File: config.mk
export PLATFORM = sky130hd
export DESIGN_NAME = gray_frame_streamer
export DESIGN_NICKNAME = d
export VERILOG_FILES = /design/src/rtl/img_pkg.sv /design/src/rtl/raster_addr_gen.sv /design/src/rtl/gray_frame_streamer.sv
export SDC_FILE = /design/constraint.sdc
export NUM_CORES = 1
export LEC_CHECK = 0
export CAP_MARGIN = 20
export CORE_MARGIN = 5
export CORE_UTILIZATION = 45
export CTS_BUF_LIST = sky130_fd_sc_hd__clkbuf_4 sky130_fd_sc_hd__clkbuf_8
export CTS_CLUSTER_SIZE = 20
export DETAILED_ROUTE_END_ITERATION = 10
export GPL_TIMING_DRIVEN = 0
export PLACE_DENSITY_LB_ADDON = 0.15
export SETUP_SLACK_MARGIN = 0.02
export SYNTH_ARGS = -nofsm -noshare
export SYNTH_HDL_FRONTEND = slang
export SYNTH_HIERARCHICAL = 1
export SYNTH_SLANG_ARGS = --single-unit
File: constraint.sdc
create_clock -name clk -period 2.33 [get_ports clk]
set_input_delay 0.466 -clock clk [delete_from_list [all_inputs] [get_ports clk]]
set_output_delay 0.466 -clock clk [all_outputs]
set_load 0.1 [all_outputs]
File: src/rtl/img_pkg.sv
// Shared image-path constants, streamer FSM state encoding and a counter-width helper.
package img_pkg;

    localparam int unsigned PIX_W     = 8;
    localparam int unsigned IMG_W_DEF = 9;
    localparam int unsigned IMG_H_DEF = 9;

    typedef logic [2:0] state_t;

    localparam state_t ST_IDLE  = 3'd0;
    localparam state_t ST_READ  = 3'd1;
    localparam state_t ST_GAP   = 3'd2;
    localparam state_t ST_DRAIN = 3'd3;
    localparam state_t ST_DONE  = 3'd4;

    // Width needed to count 0..n-1, never narrower than one bit.
    function automatic int unsigned cnt_w(input int unsigned n);
        return (n > 1) ? $clog2(n) : 1;
    endfunction

endpackage

File: src/rtl/raster_addr_gen.sv
// Raster-order column/row/address counters with end-of-row and last-pixel flags.
module raster_addr_gen
    import img_pkg::*;
#(
    parameter int unsigned IMG_W  = IMG_W_DEF,
    parameter int unsigned IMG_H  = IMG_H_DEF,
    parameter int unsigned ADDR_W = 7
) (
    input  logic              clk,
    input  logic              rst_n,
    input  logic              clr,
    input  logic              adv,
    output logic [ADDR_W-1:0] addr,
    output logic              end_of_row_c,
    output logic              last_px_c
);

    localparam int unsigned COL_W = cnt_w(IMG_W);
    localparam int unsigned ROW_W = cnt_w(IMG_H);

    logic [COL_W-1:0] col;
    logic [ROW_W-1:0] row;

    assign end_of_row_c = (col == COL_W'(IMG_W - 1));
    assign last_px_c    = end_of_row_c && (row == ROW_W'(IMG_H - 1));

    // Advancing past the last pixel wraps to the frame origin.
    always_ff @(posedge clk) begin
        if (rst_n) begin
            col  <= '0;
            row  <= '0;
            addr <= '0;
        end else if (clr || (adv && last_px_c)) begin
            col  <= '0;
            row  <= '0;
            addr <= '0;
        end else if (adv) begin
            addr <= addr + ADDR_W'(1);
            if (end_of_row_c) begin
                col <= '0;
                row <= row + ROW_W'(1);
            end else begin
                col <= col + COL_W'(1);
            end
        end
    end

endmodule

File: src/rtl/gray_frame_streamer.sv
// Streams a frame from a synchronous-read buffer as 8-bit pixels with a done strobe.
// STREAMER_FRAME_LOOP_EN: stream frames back-to-back after the first start_i.
module gray_frame_streamer
    import img_pkg::*;
#(
    parameter int unsigned IMG_W  = IMG_W_DEF,
    parameter int unsigned IMG_H  = IMG_H_DEF,
    parameter int unsigned ADDR_W = 7,
    parameter int unsigned H_GAP  = 0
) (
    input  logic              clk,
    input  logic              rst_n,
    input  logic              start_i,
    input  logic              hold_i,
    output logic              mem_rd_o,
    output logic [ADDR_W-1:0] mem_addr_o,
    input  logic [PIX_W-1:0]  mem_data_i,
    output logic [PIX_W-1:0]  grayscale_o,
    output logic              done_o,
    output logic              busy_o,
    output logic              frame_done_o
);

    state_t      state;
    state_t      next_state;
    logic [7:0]  gap_cnt;
    logic        rd_c;
    logic        adv_c;
    logic        clr_c;
    logic        rd_d1;
    logic        end_of_row_c;
    logic        last_px_c;

    raster_addr_gen #(
        .IMG_W  (IMG_W),
        .IMG_H  (IMG_H),
        .ADDR_W (ADDR_W)
    ) u_addr (
        .clk          (clk),
        .rst_n        (rst_n),
        .clr          (clr_c),
        .adv          (adv_c),
        .addr         (mem_addr_o),
        .end_of_row_c (end_of_row_c),
        .last_px_c    (last_px_c)
    );

    always_ff @(posedge clk) begin
        if (rst_n) state <= ST_IDLE;
        else       state <= next_state;
    end

    always_comb begin
        next_state = state;
        rd_c       = 1'b0;
        adv_c      = 1'b0;
        clr_c      = 1'b0;
        case (state)
            ST_IDLE: begin
                if (start_i) begin
                    next_state = ST_READ;
                    clr_c      = 1'b1;
                end
            end
            ST_READ: begin
                if (!hold_i) begin
                    rd_c  = 1'b1;
                    adv_c = 1'b1;
                    if (last_px_c)                      next_state = ST_DRAIN;
                    else if (end_of_row_c && H_GAP != 0) next_state = ST_GAP;
                end
            end
            ST_GAP: begin
                if (gap_cnt == 8'(H_GAP - 1)) next_state = ST_READ;
            end
            ST_DRAIN: next_state = ST_DONE;
            ST_DONE: begin
`ifdef STREAMER_FRAME_LOOP_EN
                next_state = ST_READ;
                clr_c      = 1'b1;
`else
                next_state = ST_IDLE;
`endif
            end
            default: next_state = ST_IDLE;
        endcase
    end

    // Blanking length is fixed; hold_i is not looked at while in GAP.
    always_ff @(posedge clk) begin
        if (rst_n)               gap_cnt <= '0;
        else if (state == ST_GAP) gap_cnt <= gap_cnt + 8'(1);
        else                     gap_cnt <= '0;
    end

    assign mem_rd_o = rd_c;

    // Read strobe is delayed to line up with buffer data, then registered once more.
    always_ff @(posedge clk) begin
        if (rst_n) begin
            rd_d1        <= 1'b0;
            done_o       <= 1'b0;
            grayscale_o  <= '0;
            busy_o       <= 1'b0;
            frame_done_o <= 1'b0;
        end else begin
            rd_d1        <= rd_c;
            done_o       <= rd_d1;
            if (rd_d1) grayscale_o <= mem_data_i;
            busy_o       <= (next_state != ST_IDLE);
            frame_done_o <= (state == ST_DONE);
        end
    end

endmodule

======== Word-level counts from Yosys, hierarchy flattened ========
Index checks and enable logic that the tools add are counted.
cells by class
  bitwise logic cells ..................... 1
  equal/unequal tests ..................... 7
  reduce and logical (&&, ||, !) cells .... 8
  muxes and demuxes ....................... 10
  $add $sub $neg .......................... 4
operators by type and width
  cell                                                              count
  3-bit 2-to-1 mux                                                  4
  3-bit one-hot mux with 4 select lines                             1
  4-bit by 1-bit adder with 4-bit output (second input constant)    2
  8-bit by 1-bit adder with 8-bit output (second input constant)    1
  4-bit == test (second input constant)                             2
  8-bit == test (second input constant)                             1
  7-bit by 1-bit adder with 7-bit output (second input constant)    1
  3-bit by 2-bit == test with 1-bit output (second input constant)  2
  1-bit 2-to-1 mux                                                  4
  4-bit 2-to-1 mux                                                  1
  2-bit OR reduction                                                2
  3-bit by 1-bit == test with 1-bit output (second input constant)  1
  3-bit == test (second input constant)                             1
  3-bit logical NOT                                                 1
  3-bit nonzero test                                                1
  1-bit logical AND                                                 2
  2-bit AND reduction                                               1
  1-bit logical OR                                                  1
  1-bit NOT                                                         1
word-level totals
  output and inout port bits .............. 19
  bits of input ports ..................... 12
  register bits ........................... 38

======== Logic depth before layout (Yosys ltp) ========
  depth after elaboration ................. 6
  mapped depth ............................ 8
  gate-level depth less buffers ........... 7

======== Modules after synthesis ========
The synthesis kept the hierarchy.
by module, submodules not included
  module               cells each  instances  area each (µm²)
  gray_frame_streamer  82          1          844.6
  raster_addr_gen      91          1          799.5

======== Least setup slack after synthesis ========
OpenSTA, ideal clock, no wires.
  path kind ............................... register -> register
  start ................................... register state[1]
  end ..................................... register u_addr.addr[5]
  setup slack ............................. -894 ps
  cell stages (with the launch flop) ...... 7
  buffers on the path ..................... 2
  data arrival time ....................... 3139 ps
  library setup time ...................... 86 ps
  path through ............................ dfxtp_1 -> clkbuf_2 -> nor4b_2 -> clkbuf_1 -> nand4_1 -> xor2_1 -> a211oi_1
on the way
  cells in the longest elaborated chain, start to end .. 5
  elaborated cells between the ends (all ways) .. 7
  classes of those cells .................. eq/ne: 1; mux: 2; reduce/logical: 4
RTL lines
  element                                       line                       text
  from (decl)                                   gray_frame_streamer.sv:24  state_t state;
  from (signal assigned)                        gray_frame_streamer.sv:50  else state <= next_state;
  3-bit by 1-bit == test with 1-bit output (*)  -
  1-bit 2-to-1 mux (*)                          -
  named net mem_rd_o                            gray_frame_streamer.sv:15  output logic mem_rd_o,
  1-bit logical AND                             raster_addr_gen.sv:33      end else if (clr || (adv && last_px_c)) begin
  1-bit logical OR                              raster_addr_gen.sv:33
  2-bit OR reduction (no source line)           -
  to (signal assigned)                          raster_addr_gen.sv:38      addr <= addr + ADDR_W'(1);
  to (decl)                                     raster_addr_gen.sv:13      output logic [ADDR_W-1:0] addr,
The timed path passes the listed nets; every way through them passes the cells marked *.
A chain may end at the register's enable or synchronous reset.

======== Final worst setup path ========
  start ................................... register grayscale_o[5]
  end ..................................... output grayscale_o[5]
RTL lines
  element                 line                        text
  from (decl)             gray_frame_streamer.sv:18   output logic [PIX_W-1:0] grayscale_o,
  from (signal assigned)  gray_frame_streamer.sv:109  if (rd_d1) grayscale_o <= mem_data_i;
No word-level cell between the ends.

==> results.json <==
{
  "final_core_util": 0.600,
  "nets": 228,
  "synth_area_um2": 1640,
  "path_cells": "clkdlybuf4s50_1",
  "dp_hpwl_um": 2630,
  "syn_inst": 173,
  "clock_skew_ps": 3.10,
  "ys_ff_latch": 38,
  "reg2reg_slack_ps": 400,
  "grt_max_degree": 13,
  "drive_gt1_frac": 0.0900,
  "reg2reg_from": "state[1]$_SDFF_PP0_",
  "min_from": "gap_cnt[0]$_SDFF_PP0_",
  "yosysSeqAreaShare": 0.463,
  "final_antenna_net_count": 0,
  "post_drt_wl_per_cell_um": 13.7,
  "holdPathEnd": "gap_cnt[0]$_SDFF_PP0_",
  "wirelength_um": 3550,
  "cts.sinks": 38,
  "grt_util_all_layers": 0.157,
  "ys.flop_type": "dfxtp_1",
  "grt_pass1_vias": 1361,
  "syn_to_final_growth_pct": 31.7,
  "clk_path_buf_depth": 2,
  "path_max_fanout": 2,
  "cp.arrival_ps": 1780,
  "root_buffer": "clkbuf_8",
  "clk_pin_slew_ps": 80,
  "ir_worst_vdd_mv": 0.322,
  "die_w_um": 70.4,
  "vias": 1375,
  "cts_tree": "yes",
  "io_pins": 31,
  "antenna_found_initial": 0,
  "hold_class": "flop to flop",
  "ys_async_sr_fraction": 0,
  "rows": 22,
  "die-area_um2": 4960,
  "required_ps": 1860,
  "grt_pass1_wl_um": 6150,
  "period_share": 0.965,
  "whs_ps": 471,
  "critical_path_class": "flop to primary output",
  "crit_buf_inv": 1,
  "port-buffer-count": 30,
  "fin_ws_ps": 81.7,
  "start_util": 0.456,
  "synth_edf_count": 0,
  "maxSlewHeadroom": 0.346,
  "fp.dieH_um": 70.4,
  "rr_endpoint": "u_addr/addr[3]$_SDFFE_PP0P_",
  "slew_violations": 0,
  "cp-start-kind": "flop",
  "powerDensity_nw_per_um2": 688,
  "finalHoldViolCount": 0,
  "setup_viol": 0,
  "status": "complete, no violations",
  "vias_per_cell": 5.31,
  "rsz0062_at_grt": "false",
  "place_ws_ps": -728,
  "antennaDiodeCount": 0,
  "cpPeakStageDelay_ps": 1140,
  "holdPathStages": 1,
  "cts_made_buffers": 5,
  "grt_overflow": 0,
  "syn_nets": 191,
  "r2r_cells": 5,
  "crit_family": "buffers and inverters",
  "slowest_stage": "clkdlybuf4s50_1",
  "clock_latency_ps": 290,
  "place_congestion": 0.775,
  "final_cell_mix": "dfxtp_1, clkdlybuf4s50_1, nor2_1",
  "first_pass_iters": 4,
  "ys_types": 42,
  "leakagePower_nw": 0.882,
  "min_period_ps": 2250,
  "htreeDepth": 2,
  "cp-end-kind": "primary output",
  "initialDrtViolationCount": 56,
  "cts_hold_buf": 0,
  "tightest_slew_ps": 979,
  "drc": 0,
  "syn_avg_cell_area_um2": 9.50,
  "yosys_warnings": 6,
  "fmax_mhz": 445,
  "fp.coreArea_um2": 3610,
  "drv_cap": 0,
  "final_common_cell": "dfxtp_1"
}
==> through the flow <==
step	setup TNS [ps]	power [mW]	std cells	instance area (µm²)
floorplan	-905	0.769	173	1660
global placement	-724	0.812	251	2020
detailed placement	-1020	0.816	251	2020
CTS	0	1.51	259	2160
global route	0	1.55	259	2160
finish	0	1.49	259	2160
==> cells in the mapped netlist (3+ instances only) <==
library cell	number	area share
nor4b_1	3	0.016
nand2_1	7	0.016
and3_1	4	0.015
nor2_1	17	0.039
ha_1	6	0.046
nand3_1	6	0.018
mux2i_1	9	0.055
inv_1	7	0.016
a32o_1	5	0.030
nand2b_1	4	0.015
o21ai_0	10	0.030
nand4_1	4	0.015
a21oi_1	11	0.033
nor3b_1	4	0.018
or3_1	6	0.023
clkbuf_1	4	0.0091
dfxtp_1	38	0.46
==> how the worst max path moves through the flow <==
stage | endpoint | slack [ps] | from | cells after the start
final | grayscale_o[5] | 80 | grayscale_o[5]$_SDFFE_PP0P_ | 1
after global routing | grayscale_o[5] | 50 | grayscale_o[5]$_SDFFE_PP0P_ | 1
after CTS | mem_addr_o[1] | 30 | u_addr/addr[1]$_SDFFE_PP0P_ | 1
after detailed placement | mem_rd_o | -730 | hold_i | 3
after global placement | mem_rd_o | -710 | hold_i | 3
after floorplan | u_addr/addr[5]$_SDFFE_PP0P_ | -140 | state[1]$_SDFF_PP0_ | 6
==> area by class of cell <==
class	instances	area (µm²)
Buffer	8	48.8
Sequential cell	38	761
Inverter	8	32.5
Timing Repair Buffer	30	300
Tap cell	48	60.1
Clock buffer	6	82.6
Clock inverter	2	60.1
Fill cell	322	1440
Multi-Input combinational cell	119	820
==> power breakdown <==
part | total, mW | internal, mW | leakage, nW | switching [mW]
Combinational | 0.135 | 0.0458 | 0.503 | 0.0890
Clock | 0.690 | 0.457 | 0.0714 | 0.234
Sequential | 0.665 | 0.658 | 0.307 | 0.00650
Total | 1.49 | 1.16 | 0.882 | 0.329
==> registers in the layout, indices dropped and copies added, names as in the netlist <==
name and flops:
u_addr/addr 7, rd_d1 1, done_o 1, busy_o 1
u_addr/row 4, state 3, u_addr/col 4, grayscale_o 8
frame_done_o 1, gap_cnt 8
==> routing by layer <==
metal  vias to the layer above  routed length, µm  global-route usage
li1                        688                  -                   -
met1                       648               1520               0.171
met2                        30               1780               0.267
met3                         9                181              0.0532
met4                         0                 70              0.0787
met5                         -                  0                   0
==> what timing repair did <==
| action | in CTS | in global routing |
|---|---|---|
| resized for setup | 10 | 3 |
| endpoints found under the setup margin | 5 | 3 |
| cloned | 0 | 0 |
| buffers inserted | 0 | 0 |
==> kinds of logic (layout without fill, tap and decap cells) <==
kind of cell / Yosys count / after routing / share of synthesized area
fa+ha+maj: 6 / 6 / 0.0457
buf+inv: 16 / 54 / 0.0441
mux: 9 / 9 / 0.0548
compound gates: 31 / 31 / 0.117
flops: 38 / 38 / 0.463
simple gates: 69 / 69 / 0.254
xor+xnor: 4 / 4 / 0.0213
Note: power is estimated with default switching activity, not from simulation.
==> RTL change, RTL diff (same flow settings) <==
Reset style: asynchronous (`rst_n`), changed in 4 clocked blocks.
--- a/src/rtl/raster_addr_gen.sv
+++ b/src/rtl/raster_addr_gen.sv
@@ -27,3 +27,3 @@
     // Advancing past the last pixel wraps to the frame origin.
-    always_ff @(posedge clk) begin
+    always_ff @(posedge clk or posedge rst_n) begin
         if (rst_n) begin
--- a/src/rtl/gray_frame_streamer.sv
+++ b/src/rtl/gray_frame_streamer.sv
@@ -47,3 +47,3 @@
 
-    always_ff @(posedge clk) begin
+    always_ff @(posedge clk or posedge rst_n) begin
         if (rst_n) state <= ST_IDLE;
@@ -89,3 +89,3 @@
     // Blanking length is fixed; hold_i is not looked at while in GAP.
-    always_ff @(posedge clk) begin
+    always_ff @(posedge clk or posedge rst_n) begin
         if (rst_n)               gap_cnt <= '0;
@@ -98,3 +98,3 @@
     // Read strobe is delayed to line up with buffer data, then registered once more.
-    always_ff @(posedge clk) begin
+    always_ff @(posedge clk or posedge rst_n) begin
         if (rst_n) begin
Behaviour: differs if rst_n is asserted again (counterexample within 4 cycles, from zero or initial values and one cycle with rst_n high); with rst_n held inactive, the same outputs for 10 cycles.
==> RTL change against the original RTL <==
Wire length grew 6.4%; sequential share of layout area increased by 6.0 points; non-clock buffer count unchanged; synthesized area increased by 7.9%; sequential cell count stayed put; count of clock-buffer cells in the layout shrank 1; synthesized cell count is 4.0% lower; hold slack lost 0.098 ns; setup slack better by 0.0067 ns; design area rose by 6.8%; utilization is 1.7 points higher; largest cell class is now flip-flops and latches.
Power is not compared: it rests on default switching activity, and its combinational part moved more than twofold at a synthesized area within 25%.
==> RTL change: results (changes against the original RTL) <==
GR Util met2=0.283 (+0.0154); asr flop ratio synth=1.00 (+1.00); comb_multi_in=111 (-6.7%); outcome=complete, no violations; vias in the first global route=1396 (+2.6%); CP startpoint=grayscale_o[0]; non-clk buf share=0.151 (-0.0108); fin crit share=0.962 (-0.00287); Layout Nets=223 (-2.2%); Non-Filler Instances=254 (-1.9%); Synth Area per Inst=10.7 sq um (+12%); met3 wire length=194 um (+7.2%); HPWL after DPL=2.79 mm (+5.9%); Non-clk invs=11 (+3); Area Growth Syn to Fin=30.3%; source of the worst register-to-register timing path=state[2]; synth top area cells=dfrtp_1 54%, mux2_2 5.1%, ha_1 4.2%; arrival time worst endpoint=1.78 ns (about the same); reg2reg setup slack=between 0.3 and 0.4 ns; top cells by count, synth=38 x dfrtp_1, 14 x nor2_1, 11 x a21oi_1, 11 x nand2_1, 10 x inv_1; Clock buf/inv share=0.0596 (-0.00634); Primary FF master, synth=dfrtp_1; Clock Buffer Count=5 (-1); syn_nets=184 (-3.7%); GR Util met3=0.0455 (-0.00778); first-pass GRT wire length=6.46 mm (+5.1%); Netlist Area Pre-Place=1770 sq um (+7.9%); Metal-1 WL=1.57 mm (+3.0%); dpl ws=-0.919 ns (-0.190 ns); Worst R2R End=u_addr/col[2]; Critical Path End=grayscale_o[0]; router iterations before antenna repair=4 (unchanged); FF/Latch Area=951 sq um (+25%); GR met1 Demand/Resource=0.178 (+0.00730); Cell Area, Placed=2170 sq um (+7.1%); largest net degree at the start of global routing=24 (+11); GRT Overall Usage=0.160 (+0.00309); placed cell count=244 (-2.8%); met2 wire len=1.96 mm (+10%); vias per cell=5.33 (+0.41%); DRT iter0 DRCs=77 (+38%); cells on worst reg2reg path=7 (+2); Least-Margin Pin Slew=0.977 ns (-0.00135 ns); Seq/Total Area, Yosys=0.536 (+0.0733); Hold WS=0.374 ns (-0.0977 ns); HP Start=rd_d1; clk_skew=0.00545 ns (+0.00236 ns); Total Routed Length=3.78 mm (+6.4%); multi-input combinational area share=0.334 (-0.0451); Synth cell types=41 (-2.4%)
==> RTL change: cell count changes after synthesis, sizes merged, moves of 3 or more <==
cell	before	now
mux2	0	8
inv	8	11
a32o	5	2
nand2b	4	1
mux2i	9	1
nor3	1	4
nand2	7	11
nor2	17	14
dfrtp	0	38
dfxtp	38	0
==> RTL change: timing repair <==
item | CTS | global route
pin swaps | 1 | 0
endpoints found under the setup margin | 7 | 1
setup buffers | 2 | 0
gates resized for setup | 12 | 1
==> RTL change: logic make-up (layout without fill, tap and decap cells) <==
logic type | Yosys count | in the layout | synth area share
DFF | 38 | 38 | 0.536
and+or+nand+nor | 61 | 61 | 0.193
adders and majority gates | 6 | 6 | 0.0423
AOI/OAI and AO/OA | 31 | 31 | 0.111
muxes | 9 | 9 | 0.0564
buffers and inverters | 17 | 57 | 0.0416
xor gates and xnor gates | 4 | 4 | 0.0197
